[config.mk]
export PLATFORM = sky130hd
export DESIGN_NAME = alu_issue_ctrl_flat
export DESIGN_NICKNAME = d
export VERILOG_FILES = /design/src/rtl/alu_issue_ctrl_pkg.sv /design/src/rtl/alu_issue_ctrl_if.sv /design/src/rtl/alu_issue_ctrl_decode.sv /design/src/rtl/alu_issue_ctrl.sv /design/src/flat_wrapper.sv
export SDC_FILE = /design/constraint.sdc
export NUM_CORES = 1
export LEC_CHECK = 0
export ABC_AREA = 1
export BUFFER_PORTS_ARGS = -buffer_cell sky130_fd_sc_hd__buf_2
export CAP_MARGIN = 20
export CORE_UTILIZATION = 41
export DETAILED_ROUTE_END_ITERATION = 8
export PLACE_DENSITY = 0.84
export SLEW_MARGIN = 40
export SYNTH_ARGS = -nofsm -noshare
export SYNTH_HDL_FRONTEND = slang
export SYNTH_HIERARCHICAL = 1
export SYNTH_SLANG_ARGS = --single-unit
[constraint.sdc]
create_clock -name clk -period 1.6 [get_ports clk]
set_input_delay 0.32 -clock clk [delete_from_list [all_inputs] [get_ports clk]]
set_output_delay 0.32 -clock clk [all_outputs]
set_load 0.01 [all_outputs]
[src/rtl/alu_issue_ctrl_pkg.sv]
// Shared definitions for the ALU issue controller: ALU operation codes,
// MIPS opcode/funct constants, FSM states and the decode result record.
package alu_issue_ctrl_pkg;

  localparam int DEFAULT_DATA_WIDTH = 32;

  // ALUop encoding understood by the attached ALU
  typedef enum logic [2:0] {
    ALU_AND = 3'b000,
    ALU_OR  = 3'b001,
    ALU_ADD = 3'b010,
    ALU_SUB = 3'b110,
    ALU_SLT = 3'b111
  } alu_op_e;

  // Primary opcodes (instr[31:26])
  localparam logic [5:0] OP_RTYPE = 6'b000000;
  localparam logic [5:0] OP_BEQ   = 6'b000100;
  localparam logic [5:0] OP_BNE   = 6'b000101;
  localparam logic [5:0] OP_ADDI  = 6'b001000;
  localparam logic [5:0] OP_ADDIU = 6'b001001;
  localparam logic [5:0] OP_SLTI  = 6'b001010;
  localparam logic [5:0] OP_ANDI  = 6'b001100;
  localparam logic [5:0] OP_ORI   = 6'b001101;
  localparam logic [5:0] OP_LW    = 6'b100011;
  localparam logic [5:0] OP_SW    = 6'b101011;

  // R-type function codes (instr[5:0])
  localparam logic [5:0] FN_ADD   = 6'b100000;
  localparam logic [5:0] FN_ADDU  = 6'b100001;
  localparam logic [5:0] FN_SUB   = 6'b100010;
  localparam logic [5:0] FN_SUBU  = 6'b100011;
  localparam logic [5:0] FN_AND   = 6'b100100;
  localparam logic [5:0] FN_OR    = 6'b100101;
  localparam logic [5:0] FN_SLT   = 6'b101010;

  typedef enum logic [1:0] {
    ST_IDLE = 2'b00,
    ST_EXEC = 2'b01,
    ST_RESP = 2'b10
  } state_e;

  typedef struct packed {
    alu_op_e op;
    logic    trap;
    logic    illegal;
  } decode_t;

endpackage

[src/rtl/alu_issue_ctrl_if.sv]
// Command, response and ALU-side signal bundle of the ALU issue controller.
// The slave modport is the controller's view; master is its environment.
interface alu_issue_ctrl_if #(
  parameter int DATA_WIDTH = 32
);

  logic                  cmd_valid;
  logic                  cmd_ready;
  logic [5:0]            cmd_opcode;
  logic [5:0]            cmd_funct;
  logic [DATA_WIDTH-1:0] cmd_a;
  logic [DATA_WIDTH-1:0] cmd_b;

  logic [DATA_WIDTH-1:0] alu_A;
  logic [DATA_WIDTH-1:0] alu_B;
  logic [2:0]            alu_op;
  logic [DATA_WIDTH-1:0] alu_Result;
  logic                  alu_Zero;
  logic                  alu_CarryOut;
  logic                  alu_Overflow;

  logic                  rsp_valid;
  logic                  rsp_ready;
  logic [DATA_WIDTH-1:0] rsp_result;
  logic                  rsp_zero;
  logic                  rsp_carry;
  logic                  rsp_ovf_trap;
  logic                  rsp_illegal;

  modport slave (
    input  cmd_valid, cmd_opcode, cmd_funct, cmd_a, cmd_b,
    output cmd_ready,
    output alu_A, alu_B, alu_op,
    input  alu_Result, alu_Zero, alu_CarryOut, alu_Overflow,
    output rsp_valid, rsp_result, rsp_zero, rsp_carry, rsp_ovf_trap, rsp_illegal,
    input  rsp_ready
  );

  modport master (
    output cmd_valid, cmd_opcode, cmd_funct, cmd_a, cmd_b,
    input  cmd_ready,
    input  alu_A, alu_B, alu_op,
    output alu_Result, alu_Zero, alu_CarryOut, alu_Overflow,
    input  rsp_valid, rsp_result, rsp_zero, rsp_carry, rsp_ovf_trap, rsp_illegal,
    output rsp_ready
  );

endinterface

[src/rtl/alu_issue_ctrl_decode.sv]
// Combinational MIPS (opcode, funct) -> ALUop decoder. Also flags the
// overflow-trapping arithmetic forms and anything not decodable.
module alu_issue_ctrl_decode
  import alu_issue_ctrl_pkg::*;
(
  input  logic [5:0] opcode,
  input  logic [5:0] funct,
  output decode_t    dec
);

  // Map opcode (and funct for R-type) to operation, trap and illegal flags
  always_comb begin
    dec.op      = ALU_AND;
    dec.trap    = 1'b0;
    dec.illegal = 1'b0;
    case (opcode)
      OP_RTYPE: begin
        case (funct)
          FN_ADD:  begin dec.op = ALU_ADD; dec.trap = 1'b1; end
          FN_SUB:  begin dec.op = ALU_SUB; dec.trap = 1'b1; end
          FN_ADDU: dec.op = ALU_ADD;
          FN_SUBU: dec.op = ALU_SUB;
          FN_AND:  dec.op = ALU_AND;
          FN_OR:   dec.op = ALU_OR;
          FN_SLT:  dec.op = ALU_SLT;
          default: dec.illegal = 1'b1;
        endcase
      end
      OP_ADDI:  begin dec.op = ALU_ADD; dec.trap = 1'b1; end
      OP_ADDIU: dec.op = ALU_ADD;
      OP_LW:    dec.op = ALU_ADD;
      OP_SW:    dec.op = ALU_ADD;
      OP_ANDI:  dec.op = ALU_AND;
      OP_ORI:   dec.op = ALU_OR;
      OP_SLTI:  dec.op = ALU_SLT;
      OP_BEQ:   dec.op = ALU_SUB;
      OP_BNE:   dec.op = ALU_SUB;
      default:  dec.illegal = 1'b1;
    endcase
  end

endmodule

[src/rtl/alu_issue_ctrl.sv]
// ALU issue controller: accepts one command per handshake, drives the
// external ALU for one cycle, captures its flags and returns a response.
// Illegal commands skip the ALU cycle and leave the ALU inputs untouched.
module alu_issue_ctrl
  import alu_issue_ctrl_pkg::*;
#(
  parameter int DATA_WIDTH = DEFAULT_DATA_WIDTH
) (
  input logic             clk,
  input logic             rst,
  alu_issue_ctrl_if.slave bus
);

  state_e                state_r;
  state_e                state_s;
  decode_t               dec_s;

  logic [DATA_WIDTH-1:0] alu_a_r;
  logic [DATA_WIDTH-1:0] alu_b_r;
  logic [2:0]            alu_op_r;
  logic                  trap_r;

  logic                  cmd_ready_r;
  logic                  rsp_valid_r;
  logic [DATA_WIDTH-1:0] rsp_result_r;
  logic                  rsp_zero_r;
  logic                  rsp_carry_r;
  logic                  rsp_ovf_trap_r;
  logic                  rsp_illegal_r;

  alu_issue_ctrl_decode u_decode (
    .opcode (bus.cmd_opcode),
    .funct  (bus.cmd_funct),
    .dec    (dec_s)
  );

  // State register
  always_ff @(posedge clk) begin
    if (rst) begin
      state_r <= ST_IDLE;
    end else begin
      state_r <= state_s;
    end
  end

  // Next-state logic: illegal commands go straight to the response phase
  always_comb begin
    state_s = state_r;
    case (state_r)
      ST_IDLE: begin
        if (bus.cmd_valid) begin
          state_s = dec_s.illegal ? ST_RESP : ST_EXEC;
        end else begin
          state_s = ST_IDLE;
        end
      end
      ST_EXEC: state_s = ST_RESP;
      ST_RESP: begin
        if (bus.rsp_ready) begin
          state_s = ST_IDLE;
        end else begin
          state_s = ST_RESP;
        end
      end
      default: state_s = ST_IDLE;
    endcase
  end

  // Handshake outputs registered from the upcoming state
  always_ff @(posedge clk) begin
    if (rst) begin
      cmd_ready_r <= 1'b1;
      rsp_valid_r <= 1'b0;
    end else begin
      cmd_ready_r <= (state_s == ST_IDLE);
      rsp_valid_r <= (state_s == ST_RESP);
    end
  end

  // Operand launch on accept, ALU result capture at the end of EXEC
  always_ff @(posedge clk) begin
    if (rst) begin
      alu_a_r        <= '0;
      alu_b_r        <= '0;
      alu_op_r       <= 3'b000;
      trap_r         <= 1'b0;
      rsp_result_r   <= '0;
      rsp_zero_r     <= 1'b0;
      rsp_carry_r    <= 1'b0;
      rsp_ovf_trap_r <= 1'b0;
      rsp_illegal_r  <= 1'b0;
    end else begin
      case (state_r)
        ST_IDLE: begin
          if (bus.cmd_valid) begin
            if (dec_s.illegal) begin
              rsp_result_r   <= '0;
              rsp_zero_r     <= 1'b0;
              rsp_carry_r    <= 1'b0;
              rsp_ovf_trap_r <= 1'b0;
              rsp_illegal_r  <= 1'b1;
            end else begin
              alu_a_r  <= bus.cmd_a;
              alu_b_r  <= bus.cmd_b;
              alu_op_r <= dec_s.op;
              trap_r   <= dec_s.trap;
            end
          end
        end
        ST_EXEC: begin
          rsp_result_r   <= bus.alu_Result;
          rsp_zero_r     <= bus.alu_Zero;
          rsp_carry_r    <= bus.alu_CarryOut;
          rsp_ovf_trap_r <= bus.alu_Overflow & trap_r;
          rsp_illegal_r  <= 1'b0;
        end
        default: begin
          rsp_result_r   <= rsp_result_r;
        end
      endcase
    end
  end

  assign bus.cmd_ready    = cmd_ready_r;
  assign bus.alu_A        = alu_a_r;
  assign bus.alu_B        = alu_b_r;
  assign bus.alu_op       = alu_op_r;
  assign bus.rsp_valid    = rsp_valid_r;
  assign bus.rsp_result   = rsp_result_r;
  assign bus.rsp_zero     = rsp_zero_r;
  assign bus.rsp_carry    = rsp_carry_r;
  assign bus.rsp_ovf_trap = rsp_ovf_trap_r;
  assign bus.rsp_illegal  = rsp_illegal_r;

endmodule

[src/flat_wrapper.sv]
// flat-port wrapper written by rule: the top's interface ports become plain ports
module alu_issue_ctrl_flat import alu_issue_ctrl_pkg::*;
#(
  parameter int DATA_WIDTH = DEFAULT_DATA_WIDTH
)
  (clk, rst, bus_cmd_valid, bus_cmd_opcode, bus_cmd_funct, bus_cmd_a, bus_cmd_b, bus_cmd_ready, bus_alu_A, bus_alu_B, bus_alu_op, bus_alu_Result, bus_alu_Zero, bus_alu_CarryOut, bus_alu_Overflow, bus_rsp_valid, bus_rsp_result, bus_rsp_zero, bus_rsp_carry, bus_rsp_ovf_trap, bus_rsp_illegal, bus_rsp_ready);
  alu_issue_ctrl_if #(.DATA_WIDTH(DATA_WIDTH)) bus_i ();
  input logic clk;
  input logic rst;
  input wire logic [$bits(bus_i.cmd_valid)-1:0] bus_cmd_valid;
  input wire logic [$bits(bus_i.cmd_opcode)-1:0] bus_cmd_opcode;
  input wire logic [$bits(bus_i.cmd_funct)-1:0] bus_cmd_funct;
  input wire logic [$bits(bus_i.cmd_a)-1:0] bus_cmd_a;
  input wire logic [$bits(bus_i.cmd_b)-1:0] bus_cmd_b;
  output wire logic [$bits(bus_i.cmd_ready)-1:0] bus_cmd_ready;
  output wire logic [$bits(bus_i.alu_A)-1:0] bus_alu_A;
  output wire logic [$bits(bus_i.alu_B)-1:0] bus_alu_B;
  output wire logic [$bits(bus_i.alu_op)-1:0] bus_alu_op;
  input wire logic [$bits(bus_i.alu_Result)-1:0] bus_alu_Result;
  input wire logic [$bits(bus_i.alu_Zero)-1:0] bus_alu_Zero;
  input wire logic [$bits(bus_i.alu_CarryOut)-1:0] bus_alu_CarryOut;
  input wire logic [$bits(bus_i.alu_Overflow)-1:0] bus_alu_Overflow;
  output wire logic [$bits(bus_i.rsp_valid)-1:0] bus_rsp_valid;
  output wire logic [$bits(bus_i.rsp_result)-1:0] bus_rsp_result;
  output wire logic [$bits(bus_i.rsp_zero)-1:0] bus_rsp_zero;
  output wire logic [$bits(bus_i.rsp_carry)-1:0] bus_rsp_carry;
  output wire logic [$bits(bus_i.rsp_ovf_trap)-1:0] bus_rsp_ovf_trap;
  output wire logic [$bits(bus_i.rsp_illegal)-1:0] bus_rsp_illegal;
  input wire logic [$bits(bus_i.rsp_ready)-1:0] bus_rsp_ready;
  assign bus_i.cmd_valid = bus_cmd_valid;
  assign bus_i.cmd_opcode = bus_cmd_opcode;
  assign bus_i.cmd_funct = bus_cmd_funct;
  assign bus_i.cmd_a = bus_cmd_a;
  assign bus_i.cmd_b = bus_cmd_b;
  assign bus_cmd_ready = bus_i.cmd_ready;
  assign bus_alu_A = bus_i.alu_A;
  assign bus_alu_B = bus_i.alu_B;
  assign bus_alu_op = bus_i.alu_op;
  assign bus_i.alu_Result = bus_alu_Result;
  assign bus_i.alu_Zero = bus_alu_Zero;
  assign bus_i.alu_CarryOut = bus_alu_CarryOut;
  assign bus_i.alu_Overflow = bus_alu_Overflow;
  assign bus_rsp_valid = bus_i.rsp_valid;
  assign bus_rsp_result = bus_i.rsp_result;
  assign bus_rsp_zero = bus_i.rsp_zero;
  assign bus_rsp_carry = bus_i.rsp_carry;
  assign bus_rsp_ovf_trap = bus_i.rsp_ovf_trap;
  assign bus_rsp_illegal = bus_i.rsp_illegal;
  assign bus_i.rsp_ready = bus_rsp_ready;
  alu_issue_ctrl #(.DATA_WIDTH(DATA_WIDTH)) u_core (.clk(clk), .rst(rst), .bus(bus_i));
endmodule
==> impl_metrics.tcl <==
set metrics [dict create \
    fin_skew_ps 10.4 \
    synthCells 537 \
    layout.cells.non_filler 890 \
    nFillCells 930 \
    route.detailed.wl_per_inst_um 12.6 \
    worst-r2r-setup-slack_ps 350 \
    slew_violations 0 \
    layout.nets 867 \
    ys_seq_area_frac 0.508 \
    rows 36 \
    grt.total_usage 0.205 \
    synth_area_mm2 0.00426 \
    drc_errors 0 \
    rsz0062_at_grt "false" \
    fin_crit_ps 1450 \
    antenna_left 0 \
    r2r-start "u_core/state_r[1]" \
    syn_area_per_cell_um2 7.92 \
    drt-total-wl_um 11300 \
    worst-slew-pin-transition_ps 357 \
    io_buffer_count 219 \
    vias 4367 \
    whs_path_depth 3 \
    cts-buffers-inserted 9 \
    cts-root-buf "clkbuf_8" \
    dp_hpwl_um 8080 \
    clock_path_buffers 2 \
    area_growth_pct 35.8 \
    post_drt_via_cell_ratio 4.91 \
    crit_chain "buf_2 > nor2_4 > nand3_1 > nor2_2 > nor2_1 > nand3_2 > nand2_2 > nor2_4 > nand2_2 > buf_12 > nand2_1 > a21oi_2" \
    die_y_um 104 \
    power_leakage_nw 2.63 \
    antenna_found_initial 0 \
    diodes 0 \
    finalSetupViolations 0 \
    timing.rr.end "u_core/bus.alu_B[24]" \
    crit_required_ps 1830 \
    cts_resized 0 \
    h-tree-depth 3 \
    dieArea_mm2 0.0108 \
    slew-limit-headroom 0.762 \
    grt_pass1_vias 4015 \
    hold_violations 0 \
    cts_setup_buffers 0 \
    p_per_area_mw_per_mm2 872 \
    coreArea_mm2 0.00991 \
    dr.pass1.iters 4 \
    critPathLaunchType "primary input" \
    finalSetupTns_ps 0 \
    cp_slowest_cell "buf_12" \
    ios 220 \
    hold_end "u_core/bus.rsp_result[26]" \
    finalCritPeriodShare 0.905 \
    crit_path_end_kind "flop" \
    path_class "in2reg" \
    grt_max_degree 44 \
    yosysUniqueCellTypes 22 \
    dp_cells 874 \
    grt.overflow.total 0 \
    max_freq_mhz 691 \
    clkTransAtPathRegs_ps 100 \
    ir_drop_mv 0.456 \
    cts_tree "built" \
    grt_pass1_wl_um 18400 \
    clk_latency_ps 350 \
    status "finished clean" \
    drive_gt1_frac 0.373 \
    maxCapViolations 0 \
    start_util 0.429 \
    worstPathArrival_ps 1680 \
    path_max_fanout 22 \
    die_w_um 104 \
    drtIter0Drc 279 \
    synth.net_count 652 \
    cpPeakStageDelay_ps 210 \
    hold_buffers 0 \
    ys_ff_latch 108 \
    clock_sinks 108 \
    synth_warnings 6 \
    gp_congestion 0.798 \
    hold_path.class "in2reg" \
    r2r_cells 5 \
    hp-start "bus_alu_Result[26]" \
]
-- state kept, by name, indices dropped and copies added, names as in the netlist --
register	flops
u_core/bus.cmd_ready	1
u_core/bus.rsp_result	32
u_core/bus.rsp_illegal	1
u_core/bus.alu_B	32
u_core/bus.alu_op	3
u_core/bus.rsp_carry	1
u_core/bus.rsp_zero	1
u_core/bus.rsp_ovf_trap	1
u_core/state_r	2
u_core/bus.alu_A	32
u_core/bus.rsp_valid	1
u_core/trap_r	1
-- report_power, final --
part | internal, mW | switching, mW | total [mW]
combinational | 0.308 | 0.385 | 0.693
clock | 0.627 | 0.929 | 1.56
sequential | 2.75 | 0.0335 | 2.79
total | 3.69 | 1.35 | 5.03
-- cell usage in the layout (no fill, tap or decap), drive strengths merged --
| cell type | netlist | routed |
|---|---|---|
| clkbuf | 7 | 10 |
| nand3b | 1 | 1 |
| clkinvlp | 0 | 1 |
| o21ai | 1 | 1 |
| a211oi | 1 | 1 |
| nand3 | 115 | 115 |
| a31oi | 1 | 1 |
| a21oi | 104 | 104 |
| nand2 | 126 | 126 |
| nand4 | 2 | 2 |
| clkinv | 0 | 2 |
| nor3 | 1 | 1 |
| inv | 18 | 21 |
| nor2 | 17 | 17 |
| buf | 35 | 246 |
| dfxtp | 108 | 108 |
-- critical path, delay by kind of cell --
| family | cells | cell delay [ps] |
|---|---|---|
| simple gates | 9 | 980 |
| buf+inv | 2 | 330 |
| compound gates | 1 | 50 |
-- final cells by class --
cell class | instances | area, um2 | share of cell area
sequential | 108 | 2160 | 0.374
timing repair buffer | 246 | 1440 | 0.250
multi-input combinational | 369 | 1750 | 0.304
clock inverter | 6 | 46.3 | 0.00801
inverter | 18 | 67.6 | 0.0117
tap | 133 | 166 | 0.0288
clock buffer | 10 | 138 | 0.0238
-- stage by stage --
stage	cell area (um2)	setup WS (ps)	power (mW)	util	hold WS, ps
floorplan	4270	26.3	3.21	-	440
global placement	5580	-184	3.54	0.563	432
finish	5780	152	5.03	0.583	205
detailed placement	5580	-236	3.54	0.563	440
global route	5780	11.9	5.29	0.583	179
CTS	5760	142	5.10	0.582	180
-- cell usage after synthesis, drive strengths merged --
cell / count / area share
a21oi: 104 / 0.12
nand3b: 1 / 0.0018
buf: 35 / 0.061
nor3: 1 / 0.0012
nand3: 115 / 0.14
a31oi: 1 / 0.0015
nand4: 2 / 0.0029
inv: 18 / 0.016
nor2: 17 / 0.026
dfxtp: 108 / 0.51
a211oi: 1 / 0.0018
clkbuf: 7 / 0.0062
nand2: 126 / 0.11
o21ai: 1 / 0.0012
-- worst max-delay path by stage --
| stage | end | from | cells after the start | slack (ps) |
|---|---|---|---|---|
| after floorplan | u_core/bus.alu_A[0] | bus_cmd_opcode[4] | 11 | 30 |
| after global placement | u_core/bus.cmd_ready | bus_cmd_opcode[4] | 12 | -180 |
| after detailed placement | u_core/bus.alu_A[9] | bus_cmd_opcode[4] | 12 | -240 |
| after CTS | u_core/bus.alu_B[13] | bus_cmd_opcode[4] | 12 | 140 |
| after global routing | u_core/bus.alu_B[8] | bus_cmd_opcode[5] | 12 | 10 |
| final | u_core/bus.alu_B[24] | bus_cmd_opcode[5] | 12 | 150 |
-- layer usage --
layer | share of wire | GRT usage | vias to the layer above | wire length [um]
met3 | 0.077 | 0.0526 | 12 | 869
met4 | 0.012 | 0.0684 | 0 | 140
li1 | - | - | 2223 | -
met1 | 0.42 | 0.249 | 1955 | 4700
met2 | 0.49 | 0.353 | 177 | 5540
met5 | 0 | 0 | - | 0
-- cells by family after synthesis --
logic type             share of synthesized area
flip-flops                                 0.508
buffers and inverters                     0.0826
AO/OA/AOI/OAI                              0.127
AND/OR/NAND/NOR                            0.283
Note: power is estimated with default switching activity, not from simulation.
